<file path="src/rtl/arith_pkg.sv">
`default_nettype none
// ============================================================================
// Module      : arith_pkg
// Description : Constants and types shared by the sequential arithmetic unit
//               (shift-add multiplier and restoring divider).
// Revision    : 1.0 - initial release
// ============================================================================
package arith_pkg;

  // Operand width shared by the multiplier and the divider
  localparam int DEFAULT_WIDTH = 4;

  // Divider control FSM encoding
  localparam int STATE_W = 3;
  typedef logic [STATE_W-1:0] state_t;

  localparam state_t IDLE  = 3'd0;
  localparam state_t INIT  = 3'd1;
  localparam state_t SHIFT = 3'd2;
  localparam state_t TEST  = 3'd3;
  localparam state_t DONE  = 3'd4;

  // Bits needed for a counter that must hold the value w itself
  function automatic int cnt_width(input int w);
    return $clog2(w + 1);
  endfunction

endpackage
`default_nettype wire

</file>
<file path="src/rtl/seq_divider_control.sv">
`default_nettype none
// ============================================================================
// Module      : seq_divider_control
// Description : Control FSM of the restoring divider. Sequences the operand
//               load, the shift/trial-subtract loop and the result latch, and
//               drives the start/busy/done handshake.
// Revision    : 1.0 - initial release
// ============================================================================
module seq_divider_control
  import arith_pkg::*;
(
  input  logic clk,
  input  logic rst_n,
  input  logic start,
  input  logic divisor_zero,
  input  logic cnt_zero,
  input  logic t_neg,
  output logic load,
  output logic shift,
  output logic sub_commit,
  output logic latch_result,
  output logic busy,
  output logic done
);

  state_t state;
  state_t state_next;

  // State register; reset abandons any division in flight
  always_ff @(posedge clk or negedge rst_n) begin
    if (!rst_n) begin
      state <= IDLE;
    end else begin
      state <= state_next;
    end
  end

  // Next-state logic: start is only looked at while idle
  always_comb begin
    state_next = state;
    case (state)
      IDLE:    if (start) state_next = INIT;
      INIT:    state_next = divisor_zero ? DONE : SHIFT;
      SHIFT:   state_next = TEST;
      TEST:    state_next = cnt_zero ? DONE : SHIFT;
      DONE:    state_next = IDLE;
      default: state_next = IDLE;
    endcase
  end

  // Output decode: datapath strobes and handshake flags per state
  always_comb begin
    load         = 1'b0;
    shift        = 1'b0;
    sub_commit   = 1'b0;
    latch_result = 1'b0;
    busy         = 1'b1;
    done         = 1'b0;
    case (state)
      IDLE: busy = 1'b0;
      INIT: load = 1'b1;
      SHIFT: shift = 1'b1;
      TEST: begin
        // Keep the difference only when it did not go negative
        sub_commit   = ~t_neg;
        // Last bit resolved: capture results on the way into DONE
        latch_result = cnt_zero;
      end
      DONE: done = 1'b1;
      default: busy = 1'b0;
    endcase
  end

endmodule
`default_nettype wire

</file>
<file path="src/rtl/seq_divider.sv">
`default_nettype none
// ============================================================================
// Module      : seq_divider
// Description : Unsigned sequential restoring divider. Resolves one quotient
//               bit every two clocks (shift, then trial subtract). Divide by
//               zero short-circuits to quotient=all ones, remainder=dividend.
// Revision    : 1.0 - initial release
// ============================================================================
module seq_divider
  import arith_pkg::*;
#(
  parameter int WIDTH = DEFAULT_WIDTH
) (
  input  logic             clk,
  input  logic             rst_n,
  input  logic             start,
  input  logic [WIDTH-1:0] dividend,
  input  logic [WIDTH-1:0] divisor,
  output logic             busy,
  output logic             done,
  output logic [WIDTH-1:0] quotient,
  output logic [WIDTH-1:0] remainder,
  output logic             div_by_zero
);

  localparam int CNT_W = cnt_width(WIDTH);

  // Working registers: partial remainder, dividend/quotient shifter, divisor
  logic [WIDTH:0]   rem_r;
  logic [WIDTH-1:0] quo_r;
  logic [WIDTH-1:0] div_r;
  logic [CNT_W-1:0] cnt;

  // Control strobes and status
  logic load;
  logic shift;
  logic sub_commit;
  logic latch_result;
  logic divisor_zero;
  logic cnt_zero;
  logic t_neg;

  // Trial difference, one bit wider than the operands so its MSB is the sign
  logic [WIDTH:0] trial;

  assign trial        = rem_r - {1'b0, div_r};
  assign t_neg        = trial[WIDTH];
  assign cnt_zero     = (cnt == '0);
  // Checked against the live input because it is only used during INIT
  assign divisor_zero = (divisor == '0);

  seq_divider_control u_control (
    .clk          (clk),
    .rst_n        (rst_n),
    .start        (start),
    .divisor_zero (divisor_zero),
    .cnt_zero     (cnt_zero),
    .t_neg        (t_neg),
    .load         (load),
    .shift        (shift),
    .sub_commit   (sub_commit),
    .latch_result (latch_result),
    .busy         (busy),
    .done         (done)
  );

  // Datapath: load operands, shift {R,Q} left, commit non-negative trials
  always_ff @(posedge clk or negedge rst_n) begin
    if (!rst_n) begin
      rem_r <= '0;
      quo_r <= '0;
      div_r <= '0;
      cnt   <= '0;
    end else if (load) begin
      rem_r <= '0;
      quo_r <= dividend;
      div_r <= divisor;
      cnt   <= CNT_W'(WIDTH);
    end else if (shift) begin
      rem_r <= {rem_r[WIDTH-1:0], quo_r[WIDTH-1]};
      quo_r <= {quo_r[WIDTH-2:0], 1'b0};
      cnt   <= cnt - CNT_W'(1);
    end else if (sub_commit) begin
      rem_r    <= trial;
      quo_r[0] <= 1'b1;
    end
  end

  // Result registers: updated only when a division completes, held otherwise.
  // The final TEST outcome is folded in directly so results are valid in DONE.
  always_ff @(posedge clk or negedge rst_n) begin
    if (!rst_n) begin
      quotient    <= '0;
      remainder   <= '0;
      div_by_zero <= 1'b0;
    end else if (load) begin
      if (divisor_zero) begin
        quotient    <= '1;
        remainder   <= dividend;
        div_by_zero <= 1'b1;
      end else begin
        div_by_zero <= 1'b0;
      end
    end else if (latch_result) begin
      quotient  <= {quo_r[WIDTH-1:1], ~t_neg};
      remainder <= t_neg ? rem_r[WIDTH-1:0] : trial[WIDTH-1:0];
    end
  end

endmodule
`default_nettype wire

</file>
<file path="config.mk">
export PLATFORM = sky130hd
export DESIGN_NAME = seq_divider
export DESIGN_NICKNAME = d
export VERILOG_FILES = /design/src/rtl/arith_pkg.sv /design/src/rtl/seq_divider_control.sv /design/src/rtl/seq_divider.sv
export SDC_FILE = /design/constraint.sdc
export NUM_CORES = 1
export LEC_CHECK = 0
export CAP_MARGIN = 10
export CORE_MARGIN = 4
export CORE_UTILIZATION = 50
export CTS_CLUSTER_DIAMETER = 150
export DETAILED_ROUTE_END_ITERATION = 7
export PLACE_DENSITY = 0.74
export SYNTH_ARGS = -nofsm -noshare
export SYNTH_HDL_FRONTEND = slang
export SYNTH_HIERARCHICAL = 1
export SYNTH_SLANG_ARGS = --single-unit
</file>
<file path="constraint.sdc">
create_clock -name clk -period 5 [get_ports clk]
set_input_delay 1 -clock clk [delete_from_list [all_inputs] [get_ports clk]]
set_output_delay 1 -clock clk [all_outputs]
set_load 0.1 [all_outputs]
</file>
### Word-level counts from Yosys, hierarchy flattened

Index checks and enable logic that the tools add are counted.
W data, S select, Z words.

| word-level totals | value |
|---|---|
| register bits after elaboration | 28 |
| input bits | 11 |
| output and inout bits | 11 |
| word-level logic and storage cells | 53 |

| cells by class | value |
|---|---|
| $add $sub $neg | 2 |
| eq/ne operators | 6 |
| mux-type cells | 27 |
| bitwise operators | 1 |
| reductions and logical operators | 8 |

Operators with widths:

| cell | count |
|---|---|
| $mux W4 | 8 |
| $mux W3 | 6 |
| $mux W5 | 3 |
| $pmux W3 S4 | 1 |
| $mux W1 | 9 |
| $eq A3 B2 Y1 const B | 2 |
| $logic_not A3 Y1 | 2 |
| $sub A5 B4 Y5 | 1 |
| $logic_not A4 Y1 | 1 |
| $reduce_bool A2 Y1 | 2 |
| $reduce_or A4 Y1 | 1 |
| $eq A3 B1 Y1 const B | 1 |
| $eq A3 B3 Y1 const B | 1 |
| $reduce_bool A3 Y1 | 1 |
| $sub A3 B1 Y3 const B | 1 |
| $ne A2 B1 Y1 const B | 1 |
| $ne A2 B2 Y1 const B | 1 |
| $reduce_and A2 Y1 | 1 |
| $not A1 Y1 | 1 |

### Depth between registers and ports, before layout

| logic depth | value |
|---|---|
| depth in word-level cells | 6 |
| mapped depth | 13 |
| gate-level depth less buffers | 12 |

### Cells and area by module

Netlist, hierarchy kept.

By module, submodules not included:

| module | instances | cells each | area an instance (um^2) | seq. area each (um^2) |
|---|---|---|---|---|
| seq_divider | 1 | 153 | 1460.2 | 625.6 |
| seq_divider_control | 1 | 21 | 186.4 | 75.1 |

### Worst setup path after synthesis

OpenSTA, ideal clock, no wires.

| timing path | value |
|---|---|
| path kind | reg-to-output |
| start | register u_control.state[2] |
| end | output port done |
| data arrival time | 2.554 ns |
| data required time | 4.000 ns |
| setup slack | 1.446 ns |
| stages on the path, launching flop included | 3 |
| path buffers | 0 |
| path through | dfrtp_1 -> inv_1 -> nor3_1 |

| between the ends | value |
|---|---|
| word-level cells in the longest chain between the ends | 2 |

RTL lines:

| what | line | RTL |
|---|---|---|
| start, declared | seq_divider_control.sv:26 | `state_t state;` |
| start signal, assigned | seq_divider_control.sv:34 | `state <= state_next;` |
| $eq A3 B3 Y1 | seq_divider_control.sv:59 | `case (state)` |
| $mux W1 | seq_divider_control.sv:59 |  |
| end, declared | seq_divider.sv:20 | `output logic done,` |

Every way passes these cells.

### Final worst setup path

| timing path | value |
|---|---|
| start | register u_control.state[1] |
| end | output port busy |

| between the ends | value |
|---|---|
| word-level cells in the longest chain between the ends | 3 |
| elaborated cells on any way between the ends | 6 |
| classes of those cells | eq/ne: 4; mux: 1; reduce/logical: 1 |

RTL lines:

| what | line | RTL |
|---|---|---|
| $eq A3 B3 Y1 (tied with other cells) | seq_divider_control.sv:59 |  |
| $reduce_or A4 Y1 (no line) * | - |  |
| $mux W1 * | seq_divider_control.sv:59 |  |
| end, declared | seq_divider.sv:19 | `output logic busy,` |

Every way passes the cells marked *; elsewhere a longest branch is shown, timed or not.

==> qor.csv <==
metric,value,unit
outcome,"complete, no violations",
min_from,remainder[2]$_DFFE_PN0P_,
worst-r2r-cell-count,12,
clk_latency,0.32,ns
synth_edf_count,0,
synth.most_common_cell,dfrtp_1,
track_usage,16.1,%
cts_max_path_buffers,2,
start_util,53.1,%
final_antenna_net_count,0,
rsz0062_at_grt,no,
required,4.00,ns
grt_pass1_wl,5490,um
netlist_area,1650,sq um
final_max_slew_viol_count,0,
die_w,65.4,um
ctsResizeCount,0,
setup-violations-final,0,
synth_warnings,6,
numCtsBuffers,3,
ys_ff_latch,28,
rows,20,
grt_max_degree,29,
grt_pass1_vias,1165,
yosys-top-cells-count,"dfrtp_1 (28), nor2_1 (22), nor2b_1 (15)",
slew_headroom,30.2,%
worst_pin_slew,1.05,ns
post-route-drc-count,0,
syn-instance-count,174,
synthArstFlopShare,100,%
cap_violations,0,
drt_first_iter_violations,48,
drive_above_1_share,10.9,%
rr_endpoint,rem_r[0]$_DFFE_PN0P_,
postCtsSetupRepairBufs,0,
fmax,306,MHz
cts_tree,done,
yosysSeqAreaShare,42.6,%
fin_tns_setup,0,ns
core-area,3100,sq um
rrSetupSlack,2.00,ns
regArea,701,sq um
areaGrowthSynthToFinish,17.6,%
hold_viol,0,
final.min_clock_period,3.27,ns
io_pins,22,
die_area,4280,sq um
drt-pass1-iter-count,4,
nets,211,
startpoint_type,flip-flop,
globalplace.congestion,0.839,
port_buffers,21,
nFillCells,277,
cp.arrival,2.27,ns
ctsHtreeMaxLevel,1,
cts-root-buf,clkbuf_4,
die_h,65.4,um
mappedNetlistNets,192,
wirelength,3180,um
min_path_cells,2,
r2r-start,rem_r[0]$_DFFE_PN0P_,
crit_start,u_control/state[1]$_DFFE_PN0P_,
synth_area_leaders,"dfrtp_1 (43%), a211oi_1 (5.9%), nor2b_1 (5.7%)",
yosysUniqueCellTypes,35,
holdCritPathClass,reg2reg,
end_kind,output pin,
cp_max_fo,10,
clk_pin_slew,0.15,ns
grt_antenna_before_repair,0,
fin_crit_sh,65.5,%
min_to,remainder[2]$_DFFE_PN0P_,
skew,0.00312,ns
avgSynthCellArea,9.46,sq um
yosys.area.top_type,dfrtp_1,
place_hpwl,2330,um
yosysTopAreaCellShare,42.6,%
overflow,0,
holdBufCountCts,0,
vias,1251,
cts.sinks,28,
criticalPathCategory,reg2out,
synth-main-ff-cell,dfrtp_1,
vias_per_cell,5.30,
post_drt_wl_per_cell,13.5,um
antenna_cells,0,
multi_input_area,870,sq um
[placed cells by master, fill, tap and decap left out, types with 2 or more instances in the layout]
master and count:
mux2i_1 2, nor3b_2 2, mux2_2 3, a211oi_1 13, inv_1 10, ha_1 6, xnor2_1 6, dfrtp_1 28
nor2b_1 15, buf_4 3, nand2_1 13, o21ai_0 6, nand2b_1 4, clkdlybuf4s50_1 21, nor2_1 21, clkbuf_4 3
nor3_1 9, a21oi_1 7
[state kept, by name, indices dropped and copies added, names as in the netlist]
name	flops
div_r	4
quotient	4
cnt	3
quo_r	4
div_by_zero	1
remainder	4
u_control/state	3
rem_r	5
[metrics by stage]
stage | instance area (sq um) | hold WS [ns] | util [%] | cells | worst slack [ns]
finish | 1940 | 0.519 | 62.4 | 236 | 1.73
global route | 1940 | 0.546 | 62.4 | 236 | 1.63
CTS | 1940 | 0.523 | 62.4 | 236 | 1.70
detailed placement | 1900 | 0.484 | 61.2 | 232 | 2.04
global placement | 1900 | 0.465 | 61.2 | 232 | 2.09
floorplan | 1650 | 0.485 | - | 174 | 1.45
[cell type report]
cell class,count,share of cell area [%]
Timing Repair Buffer,24,12.0
Clock buffer,4,1.87
Inverter,11,2.13
Tap cell,44,2.84
Sequential cell,28,36.2
Multi-Input combinational cell,125,44.9
[per-layer routing]
metal,vias up,global-route usage (%),part of all wire [%]
li1,637,-,-
met1,590,23.5,48
met2,22,25.7,47
met3,2,2.56,4.2
met4,0,2.59,0.38
met5,-,0,0
[kinds of logic after synthesis]
family / after synthesis / share of synthesized area [%]
compound gates: 37 / 17.9
mux: 5 / 3.27
fa+ha+maj: 7 / 5.78
xor+xnor: 6 / 3.19
flops: 28 / 42.6
simple gates: 70 / 22.2
buf+inv: 21 / 5.09
[worst max-delay path by stage]
stage	to	slack, ns	depth (start not counted)
detailed placement	rem_r[0]$_DFFE_PN0P_	2.04	12
CTS	busy	1.70	3
floorplan	done	1.45	2
global route	done	1.63	3
finish	busy	1.73	3
global placement	busy	2.09	3
[critical path, stage by stage (launching register included)]
cell,delay [ns]
dfrtp_1,0.52
nor2_1,0.16
xnor2_1,0.13
clkdlybuf4s50_1,1.15
Power is not shown: default switching activity piles up to over one toggle a cycle in this logic, so the estimate is an artifact.
